$ cat config.mk
export PLATFORM = sky130hd
export DESIGN_NAME = timer_run_controller_flat
export DESIGN_NICKNAME = d
export VERILOG_FILES = /design/src/rtl/timer_ctrl_pkg.sv /design/src/rtl/timer_run_controller_if.sv /design/src/rtl/timer_run_controller_button_debouncer.sv /design/src/rtl/timer_run_controller.sv /design/src/flat_wrapper.sv
export SDC_FILE = /design/constraint.sdc
export NUM_CORES = 1
export LEC_CHECK = 0
export BUFFER_PORTS_ARGS = -buffer_cell sky130_fd_sc_hd__clkbuf_2
export CAP_MARGIN = 10
export CORE_MARGIN = 3
export CORE_UTILIZATION = 50
export DETAILED_ROUTE_END_ITERATION = 8
export PLACE_DENSITY = 0.72
export SETUP_SLACK_MARGIN = 0.1
export SLEW_MARGIN = 25
export SYNTH_ARGS = -nofsm -noshare
export SYNTH_HDL_FRONTEND = slang
export SYNTH_HIERARCHICAL = 1
export SYNTH_SLANG_ARGS = --single-unit
$ cat constraint.sdc
create_clock -name clk -period 3.9 [get_ports clk]
set_clock_uncertainty 0.05 [all_clocks]
set_input_delay 0.39 -clock clk [delete_from_list [all_inputs] [get_ports clk]]
set_output_delay 0.39 -clock clk [all_outputs]
set_load 0.02 [all_outputs]
$ cat src/rtl/timer_ctrl_pkg.sv
// Shared types and helpers for the stopwatch/countdown run controller.
//   run_state_e  : controller state, IDLE=0 RUNNING=1 PAUSED=2 EXPIRED=3
//   MODE_A/MODE_B: mode_sel values (count-up / countdown)
//   presc_limit(): last prescaler count (divider - 1) for a mode
package timer_ctrl_pkg;

  typedef enum logic [1:0] {
    ST_IDLE    = 2'd0,
    ST_RUNNING = 2'd1,
    ST_PAUSED  = 2'd2,
    ST_EXPIRED = 2'd3
  } run_state_e;

  localparam logic MODE_A = 1'b0;
  localparam logic MODE_B = 1'b1;

  // Terminal prescaler count for the selected mode.
  function automatic int unsigned presc_limit(input logic mode,
                                              input int unsigned div_a,
                                              input int unsigned div_b);
    int unsigned div;
    div = div_a;
    case (mode)
      MODE_A:  div = div_a;
      MODE_B:  div = div_b;
      default: div = div_a;
    endcase
    return div - 1;
  endfunction

endpackage

$ cat src/rtl/timer_run_controller_if.sv
// Control link between the run controller and the timer core.
//   core_tick : one-cycle count enable to the core
//   core_clr  : one-cycle synchronous clear to the core
//   core_done : core stop condition (limit reached), level
// master = run controller, slave = timer core.
interface timer_run_controller_if;

  logic core_tick;
  logic core_clr;
  logic core_done;

  modport master (
    output core_tick,
    output core_clr,
    input  core_done
  );

  modport slave (
    input  core_tick,
    input  core_clr,
    output core_done
  );

endinterface

$ cat src/rtl/timer_run_controller_button_debouncer.sv
// Start/Stop button conditioning: 2-flop synchronizer, debounce counter and
// rising-edge detector on the accepted level.
//   clk, rst    : system clock, synchronous active-high reset
//   btn         : raw asynchronous button, active-high
//   press_pulse : registered one-cycle pulse when the accepted level rises
module button_debouncer #(
  parameter int unsigned DEBOUNCE_CYCLES = 500000
) (
  input  logic clk,
  input  logic rst,
  input  logic btn,
  output logic press_pulse
);

  localparam int unsigned DB_W = (DEBOUNCE_CYCLES > 2) ? $clog2(DEBOUNCE_CYCLES) : 1;

  logic            sync1_q;
  logic            sync2_q;
  logic            level_q;
  logic [DB_W-1:0] cnt_q;
  logic            press_q;

  // Synchronizer
  always_ff @(posedge clk) begin
    if (rst) begin
      sync1_q <= 1'b0;
      sync2_q <= 1'b0;
    end else begin
      sync1_q <= btn;
      sync2_q <= sync1_q;
    end
  end

  // Count consecutive samples that disagree with the accepted level; any
  // agreeing sample restarts the run.
  always_ff @(posedge clk) begin
    if (rst) begin
      level_q <= 1'b0;
      cnt_q   <= '0;
      press_q <= 1'b0;
    end else begin
      press_q <= 1'b0;
      if (sync2_q != level_q) begin
        if (cnt_q == DB_W'(DEBOUNCE_CYCLES - 1)) begin
          level_q <= sync2_q;
          cnt_q   <= '0;
          press_q <= sync2_q;
        end else begin
          cnt_q <= cnt_q + DB_W'(1);
        end
      end else begin
        cnt_q <= '0;
      end
    end
  end

  assign press_pulse = press_q;

endmodule

$ cat src/rtl/timer_run_controller.sv
// Front-panel run controller: sequences the timer core through
// IDLE/RUNNING/PAUSED/EXPIRED, generates the per-mode count tick, clears the
// core on configuration changes and blinks the expiry LED.
//   clk, rst      : system clock, synchronous active-high reset
//   btn_startstop : raw Start/Stop button
//   mode_sel      : 0 = count-up mode, 1 = countdown mode
//   time_ctrl     : countdown preset, watched for changes only
//   core          : tick/clear/done link to the timer core (master side)
//   running       : high while RUNNING
//   state         : current state encoding
//   led_expired   : blinking expiry indicator
module timer_run_controller
  import timer_ctrl_pkg::*;
#(
  parameter int unsigned DIV_A           = 500000,
  parameter int unsigned DIV_B           = 50000000,
  parameter int unsigned DEBOUNCE_CYCLES = 500000,
  parameter int unsigned BLINK_DIV       = 12500000
) (
  input  logic                   clk,
  input  logic                   rst,
  input  logic                   btn_startstop,
  input  logic                   mode_sel,
  input  logic [2:0]             time_ctrl,
  timer_run_controller_if.master core,
  output logic                   running,
  output logic [1:0]             state,
  output logic                   led_expired
);

  localparam int unsigned DIV_MAX = (DIV_A > DIV_B) ? DIV_A : DIV_B;
  localparam int unsigned CNT_W   = (DIV_MAX > 2) ? $clog2(DIV_MAX) : 1;
  localparam int unsigned BLINK_W = (BLINK_DIV > 2) ? $clog2(BLINK_DIV) : 1;

  run_state_e         state_q;
  run_state_e         state_d;
  logic               press;
  logic               mode_q;
  logic [2:0]         tc_q;
  logic               cfg_change_c;
  logic [CNT_W-1:0]   limit_c;
  logic [CNT_W-1:0]   presc_q;
  logic [CNT_W-1:0]   presc_d;
  logic               tick_c;
  logic               clr_c;
  logic               tick_q;
  logic               clr_q;
  logic               running_q;
  logic               led_q;
  logic [BLINK_W-1:0] blink_q;

  button_debouncer #(
    .DEBOUNCE_CYCLES(DEBOUNCE_CYCLES)
  ) u_debouncer (
    .clk        (clk),
    .rst        (rst),
    .btn        (btn_startstop),
    .press_pulse(press)
  );

  // Configuration change against the previous-cycle snapshot
  assign cfg_change_c = (mode_sel != mode_q) || (time_ctrl != tc_q);
  assign limit_c      = CNT_W'(presc_limit(mode_sel, DIV_A, DIV_B));

  // State register
  always_ff @(posedge clk) begin
    if (rst) state_q <= ST_IDLE;
    else     state_q <= state_d;
  end

  // Next state: config change beats core_done beats press
  always_comb begin
    state_d = state_q;
    if (cfg_change_c) begin
      state_d = ST_IDLE;
    end else begin
      case (state_q)
        ST_IDLE:    if (press) state_d = ST_RUNNING;
        ST_RUNNING: begin
          if (core.core_done) state_d = ST_EXPIRED;
          else if (press)     state_d = ST_PAUSED;
        end
        ST_PAUSED:  if (press) state_d = ST_RUNNING;
        ST_EXPIRED: if (press) state_d = ST_IDLE;
        default:    state_d = ST_IDLE;
      endcase
    end
  end

  // Outputs and prescaler next value
  always_comb begin
    tick_c  = 1'b0;
    clr_c   = 1'b0;
    presc_d = presc_q;
    if (cfg_change_c || (state_q == ST_EXPIRED && press)) clr_c = 1'b1;
    // A done or config-change cycle neither ticks nor advances the period
    if (state_q == ST_RUNNING && !cfg_change_c && !core.core_done) begin
      if (presc_q == limit_c) begin
        tick_c  = 1'b1;
        presc_d = '0;
      end else begin
        presc_d = presc_q + CNT_W'(1);
      end
    end
    if (state_d == ST_IDLE) presc_d = '0;
  end

  // Registered outputs, prescaler and configuration snapshot
  always_ff @(posedge clk) begin
    mode_q <= mode_sel;
    tc_q   <= time_ctrl;
    if (rst) begin
      presc_q   <= '0;
      tick_q    <= 1'b0;
      clr_q     <= 1'b0;
      running_q <= 1'b0;
    end else begin
      presc_q   <= presc_d;
      tick_q    <= tick_c;
      clr_q     <= clr_c;
      running_q <= (state_d == ST_RUNNING);
    end
  end

  // Expiry blink: on at entry, toggles every BLINK_DIV cycles, off on exit
  always_ff @(posedge clk) begin
    if (rst) begin
      led_q   <= 1'b0;
      blink_q <= '0;
    end else if (state_d == ST_EXPIRED) begin
      if (state_q != ST_EXPIRED) begin
        led_q   <= 1'b1;
        blink_q <= '0;
      end else if (blink_q == BLINK_W'(BLINK_DIV - 1)) begin
        led_q   <= ~led_q;
        blink_q <= '0;
      end else begin
        blink_q <= blink_q + BLINK_W'(1);
      end
    end else begin
      led_q   <= 1'b0;
      blink_q <= '0;
    end
  end

  assign core.core_tick = tick_q;
  assign core.core_clr  = clr_q;
  assign running        = running_q;
  assign state          = state_q;
  assign led_expired    = led_q;

endmodule

$ cat src/flat_wrapper.sv
// flat-port wrapper written by rule: the top's interface ports become plain ports
module timer_run_controller_flat import timer_ctrl_pkg::*;
#(
  parameter int unsigned DIV_A           = 500000,
  parameter int unsigned DIV_B           = 50000000,
  parameter int unsigned DEBOUNCE_CYCLES = 500000,
  parameter int unsigned BLINK_DIV       = 12500000
)
  (clk, rst, btn_startstop, mode_sel, time_ctrl, running, state, led_expired, core_core_tick, core_core_clr, core_core_done);
  timer_run_controller_if core_i ();
  input  logic clk;
  input  logic rst;
  input  logic btn_startstop;
  input  logic mode_sel;
  input  logic [2:0] time_ctrl;
  output logic running;
  output logic [1:0] state;
  output logic led_expired;
  output wire logic [$bits(core_i.core_tick)-1:0] core_core_tick;
  output wire logic [$bits(core_i.core_clr)-1:0] core_core_clr;
  input wire logic [$bits(core_i.core_done)-1:0] core_core_done;
  assign core_core_tick = core_i.core_tick;
  assign core_core_clr = core_i.core_clr;
  assign core_i.core_done = core_core_done;
  timer_run_controller #(.DIV_A(DIV_A), .DIV_B(DIV_B), .DEBOUNCE_CYCLES(DEBOUNCE_CYCLES), .BLINK_DIV(BLINK_DIV)) u_core (.clk(clk), .rst(rst), .btn_startstop(btn_startstop), .mode_sel(mode_sel), .time_ctrl(time_ctrl), .core(core_i), .running(running), .state(state), .led_expired(led_expired));
endmodule
=== Word level (Yosys, flattened, before mapping) ===
Index checks and enable logic that the tools add are counted.

* Bits in registers: 83
* Bits of input ports: 8
* Output and inout bits: 6
* Logic and storage cells: 66

* Add/sub/neg operators: 4
* Equal/unequal tests: 12
* Muxes and demuxes: 12
* Bitwise operators: 6
* Reduce and logical (&&, ||, !) cells: 18

{| class="wikitable"
|+ Operators with widths
! kind !! number
|-
| case mux 26 bit (2 select lines) || 1
|-
| adder 26 x 1 -> 26 bit, second input constant || 1
|-
| equality test 26 bit || 1
|-
| two-way mux 26 bit || 1
|-
| subtractor 26 x 1 -> 26 bit, second input constant || 1
|-
| adder 24 x 1 -> 24 bit, second input constant || 1
|-
| equality test 24 bit, second input constant || 1
|-
| adder 19 x 1 -> 19 bit, second input constant || 1
|-
| equality test 19 bit, second input constant || 1
|-
| two-way mux 2 bit || 5
|-
| OR reduction 2 bit || 4
|-
| equality test 2 bit, second input constant || 3
|-
| NOT 1 bit || 6
|-
| case mux 2 bit (3 select lines) || 1
|-
| OR reduction 3 bit || 2
|-
| equality test 2 x 1 -> 1 bit, second input constant || 2
|-
| logical NOT 2 bit || 2
|-
| two-way mux 1 bit || 4
|-
| OR reduction 4 bit || 1
|-
| logical AND 1 bit || 3
|-
| inequality test 3 bit || 1
|-
| logical NOT 1 bit || 2
|-
| logical OR 1 bit || 2
|-
| inequality test 1 bit || 2
|-
| other kinds (3) || 3
|}

=== Logic depth before layout (Yosys ltp) ===
* Word-level depth: 7
* Mapped depth: 8
* Gate-level depth less buffers: 6

=== By module ===
Netlist, hierarchy kept.

{| class="wikitable"
|+ By module, submodules not included
! module !! times used !! cells an instance !! area each (µm²) !! seq. area each (µm²)
|-
| timer_run_controller || 1 || 317 || 2787.7 || 1201.2
|-
| button_debouncer || 1 || 115 || 1034.7 || 460.4
|}

=== Worst setup path before layout ===
No wires, ideal clock.

* Kind: reg2reg
* Start point: reg u_core.state_q[1], in the netlist u_core/state[1]
* End point: reg u_core.presc_q[19]
* Library setup time: 0.115 ns
* Arrival time: 1.841 ns
* Required time: 3.735 ns
* Slack: 1.895 ns
* Cell stages (with the launch flop): 8
* Buffers on the path: 2
* Period minus slack after synthesis: 2.005 ns
* Cell sequence: dfxtp_1 -> clkbuf_1 -> nor3b_2 -> nand4_1 -> clkbuf_1 -> or4_1 -> xnor2_1 -> nor2_1

* Longest elaborated chain between the ends: 6
* Elaborated cells on any way between the ends: 15
* Classes of those cells: 3 x eq/ne; 6 x mux; 6 x reduce/logical

{| class="wikitable"
|+ RTL lines
! element !! line !! text
|-
| start, declared || timer_run_controller.sv:35 || <nowiki>run_state_e state_q;</nowiki>
|-
| start signal, assigned || timer_run_controller.sv:68 || <nowiki>else state_q <= state_d;</nowiki>
|-
| equality test 2 bit (tied with other cells) || timer_run_controller.sv:77 || <nowiki>case (state_q)</nowiki>
|-
| OR reduction 2 bit (no source line) or two-way mux 2 bit (tied branches) || - ||
|-
| case mux 2 bit (3 select lines) || timer_run_controller.sv:77 ||
|-
| two-way mux 2 bit || timer_run_controller.sv:74 || <nowiki>if (cfg_change_c) begin</nowiki>
|-
| logical NOT 2 bit || timer_run_controller.sv:105 || <nowiki>if (state_d == ST_IDLE) presc_d = '0;</nowiki>
|-
| OR reduction 2 bit (no source line) || - ||
|-
| end signal, assigned || timer_run_controller.sv:118 || <nowiki>presc_q <= presc_d;</nowiki>
|-
| end, declared || timer_run_controller.sv:42 || <nowiki>logic [CNT_W-1:0] presc_q;</nowiki>
|}

Parallel ways exist; a longest one is shown, timed or not.
A chain may end at the register's enable or synchronous reset.

=== Worst setup path after layout ===
* Start point: reg u_core.presc_q[20]
* End point: reg u_core.presc_q[17]

* Longest elaborated chain between the ends: 2

{| class="wikitable"
|+ RTL lines
! element !! line !! text
|-
| equality test 26 bit || timer_run_controller.sv:98 || <nowiki>if (presc_q == limit_c) begin</nowiki>
|-
| two-way mux 26 bit || timer_run_controller.sv:98 ||
|}

No other way between the ends.

==> metrics <==
status completed; Period Utilization, post-route between 60% and 70%; Critical R2R Capture u_core/presc_q[17]; layout cells sized above 1 8.72%; internal reg-to-reg setup slack 1.23 ns; crit path cell chain or4_1, or4_1, o41ai_1, a31o_1, nor2_1; WHS Path Cells 1; Final nets 453; Buffers & Inverters on Critical Path 0; VDD IR-drop max 0.000274 V; Yosys cell types between 50 and 60; # Post-CTS Setup Buffers 0; FP Rows 31; Synth Area in XOR/XNOR 14.0%; fin cells 546; effective utilization at floorplan 52.1%; syn avg cell area 8.85 sq um; Final setup violation count 0; die area 8730 sq um; syn nets 443; drt wl/cell 13.3 um; CP required 4.04 ns; Die W 93.4 um; crit-path leading delay family simple AND/OR/NAND/NOR gates; Clock Latency Late Sink 0.34 ns; Cell Pwr Density 365 nW/um^2; Ys Warns 6; Power, Total roughly 1.5 mW; post-synthesis adder-cell area fraction 0.982%; EDFF count, synth 0; antenna diode count 0; Area growth syn-to-layout 7.95%; post-synth top area cell dfxtp_1; Buffers on Ports 13; CP max stage cell a31o_1; Synth Register Bits 83; post_cts resized 0; GR Overflow Total 0; GP Congestion 0.796; final hold vios 0; Final Hold Slack 0.123 ns; H-tree depth 3; top cell type's share of synthesized area 43.5%; CTS max path bufs 2; Setup crit end kind flop; clock root buffer clkbuf_8; Leak 1.26 nW; max_slew headroom approximately 37%; clock sink count 83; antenna violations before repair 0; dominant cells by area after synthesis dfxtp_1 43%, xnor2_1 8.0%, nor2_1 7.3%, xor2_1 6.0%, nand3_1 3.5%; Hold Crit Start time_ctrl[1]; simple-gate share of the synthesized area between 30% and 40%; CP Launch Type flop; RSZ-0062 raised after global routing no; Final TNS setup 0 ns; R2R depth 5; max-cap violation count 0; drt pass-1 iters 5; fin crit period around 2.7 ns; Core Util, Final 56.3%; CP Class flop to flop; Clock transition at path regs 0.08 ns; I/O pins 14; CP Depth 5; Post-synth ARST share 0%; # hold bufs at CTS 0; Max Fclk approximately 370 MHz; ANT nets after route 0; via count 3047; placed insts 530; dpl hpwl 5100 um; multiplexer area fraction after synthesis 0.262%; Core ar. 7330 sq um; DRC Markers 0; most frequent cell on the critical path or4_1; largest family of logic cells by synthesized area simple AND/OR/NAND/NOR gates; vias in the first global route 2832; worst slew pin tran 0.949 ns; routed wire length just over 7000 um; HP Class primary input to flop; first-pass GRT wire length 12700 um; GRT Overall Usage 18.0%; DRT iter0 DRCs between 150 and 200; Worst Hold Path EP u_core/tc_q[1]; WP data arrival approximately 2.8 ns; via/cell ratio roughly 5.6; cell count after synthesis approximately 430; Netlist Area Pre-Place 3820 sq um; Chip Height 93.4 um; Final Max Tran Viols 0; CTS tree built; worst stage delay on the critical path 0.84 ns; Top FF cell, synth dfxtp_1; pin count of the biggest net entering global routing 27; register area share after synthesis 43.5%; Num CTS Buffers 9; Worst Path Max Fanout 26; R2R Path Start u_core/presc_q[20]; complex-gate fraction of the synthesized area 4.42%
-- through the flow --
| stage | cell area, sq um | setup WS, ns |
|---|---|---|
| 2_1_floorplan | 3820 | 1.89 |
| 3_3_place_gp | 3920 | 1.32 |
| 3_5_place_dp | 3920 | 1.25 |
| 4_1_cts | 4130 | 1.22 |
| 5_1_grt | 4130 | 1.06 |
| 6_report | 4130 | 1.23 |
-- how the worst max path moves through the flow --
stage,startpoint,endpoint,slack [ns]
final,u_core/presc_q[20],u_core/presc_q[17],1.23
after CTS,u_core/presc_q[20],u_core/presc_q[17],1.22
after global routing,u_core/presc_q[20],u_core/presc_q[17],1.06
after detailed placement,u_core/presc_q[20],u_core/presc_q[17],1.25
after floorplan,u_core/state[1],u_core/presc_q[19],1.89
after global placement,u_core/presc_q[20],u_core/presc_q[10],1.32
-- metal layers --
layer	track usage, %	vias to the layer above	share of wire, %
met5	0	-	0
met4	6.23	0	1.1
met3	6.76	11	6.9
met2	27.0	77	44
met1	23.7	1414	48
li1	-	1545	-
-- cell usage after synthesis (10+ instances only) --
| cell type | count |
|---|---|
| xnor2_1 | 35 |
| nor2_1 | 74 |
| xor2_1 | 26 |
| dfxtp_1 | 83 |
| or4_1 | 10 |
| nand4_1 | 20 |
| a21oi_1 | 11 |
| nor3_1 | 10 |
| nand2_1 | 21 |
| nor4_1 | 13 |
| and3_1 | 13 |
| nand3_1 | 27 |
-- worst reg2reg max path, cell delays in order (launching register included) --
cell     delay (ns)
dfxtp_1        0.36
or4_1          0.54
or4_1          0.48
o41ai_1        0.10
a31o_1         0.84
nor2_1         0.14
-- report_power, final --
group	leakage [nW]	total (mW)	switching (mW)	internal, mW
clock	0.0998	0.628	0.295	0.333
sequential	0.671	0.853	0.00185	0.851
combinational	0.492	0.0258	0.0164	0.00934
-- layout by cell type, fill, tap and decap left out, drive strengths merged, types with 11 or more instances in the layout --
cell type	instances
clkbuf	26
nand4	21
xnor2	35
nand3	28
nand2	21
dfxtp	83
nor2	74
xor2	26
a21oi	12
and3	13
or4	11
nor4	13
-- flip-flops by register name, summed over array words and instances, names as in the netlist --
name	cells
u_core/u_debouncer/sync2_q	1
u_core/tc_q	3
u_core/u_debouncer/sync1_q	1
u_core/state	2
u_core/mode_q	1
u_core/blink_q	24
u_core/u_debouncer/press_pulse	1
u_core/presc_q	26
u_core/running	1
u_core/u_debouncer/level_q	1
u_core/u_debouncer/cnt_q	19
u_core/core.core_tick	1
u_core/led_expired	1
u_core/core.core_clr	1
-- cell families after synthesis --
group | after synthesis
mux | 1
xor+xnor | 61
flops | 83
compound gates | 27
fa+ha+maj | 3
buf+inv | 25
simple gates | 232
-- final cells by class --
| cell class | instances | area [sq um] |
|---|---|---|
| clock buffers | 13 | 159 |
| clock inverters | 3 | 46.3 |
| fillers | 640 | 3200 |
| inverters | 10 | 37.5 |
| multi-input cells | 324 | 2030 |
| flip-flops and latches | 83 | 1660 |
| well taps | 99 | 124 |
| repair buffers | 14 | 72.6 |
No activity file was read; power rests on OpenSTA's default activity.
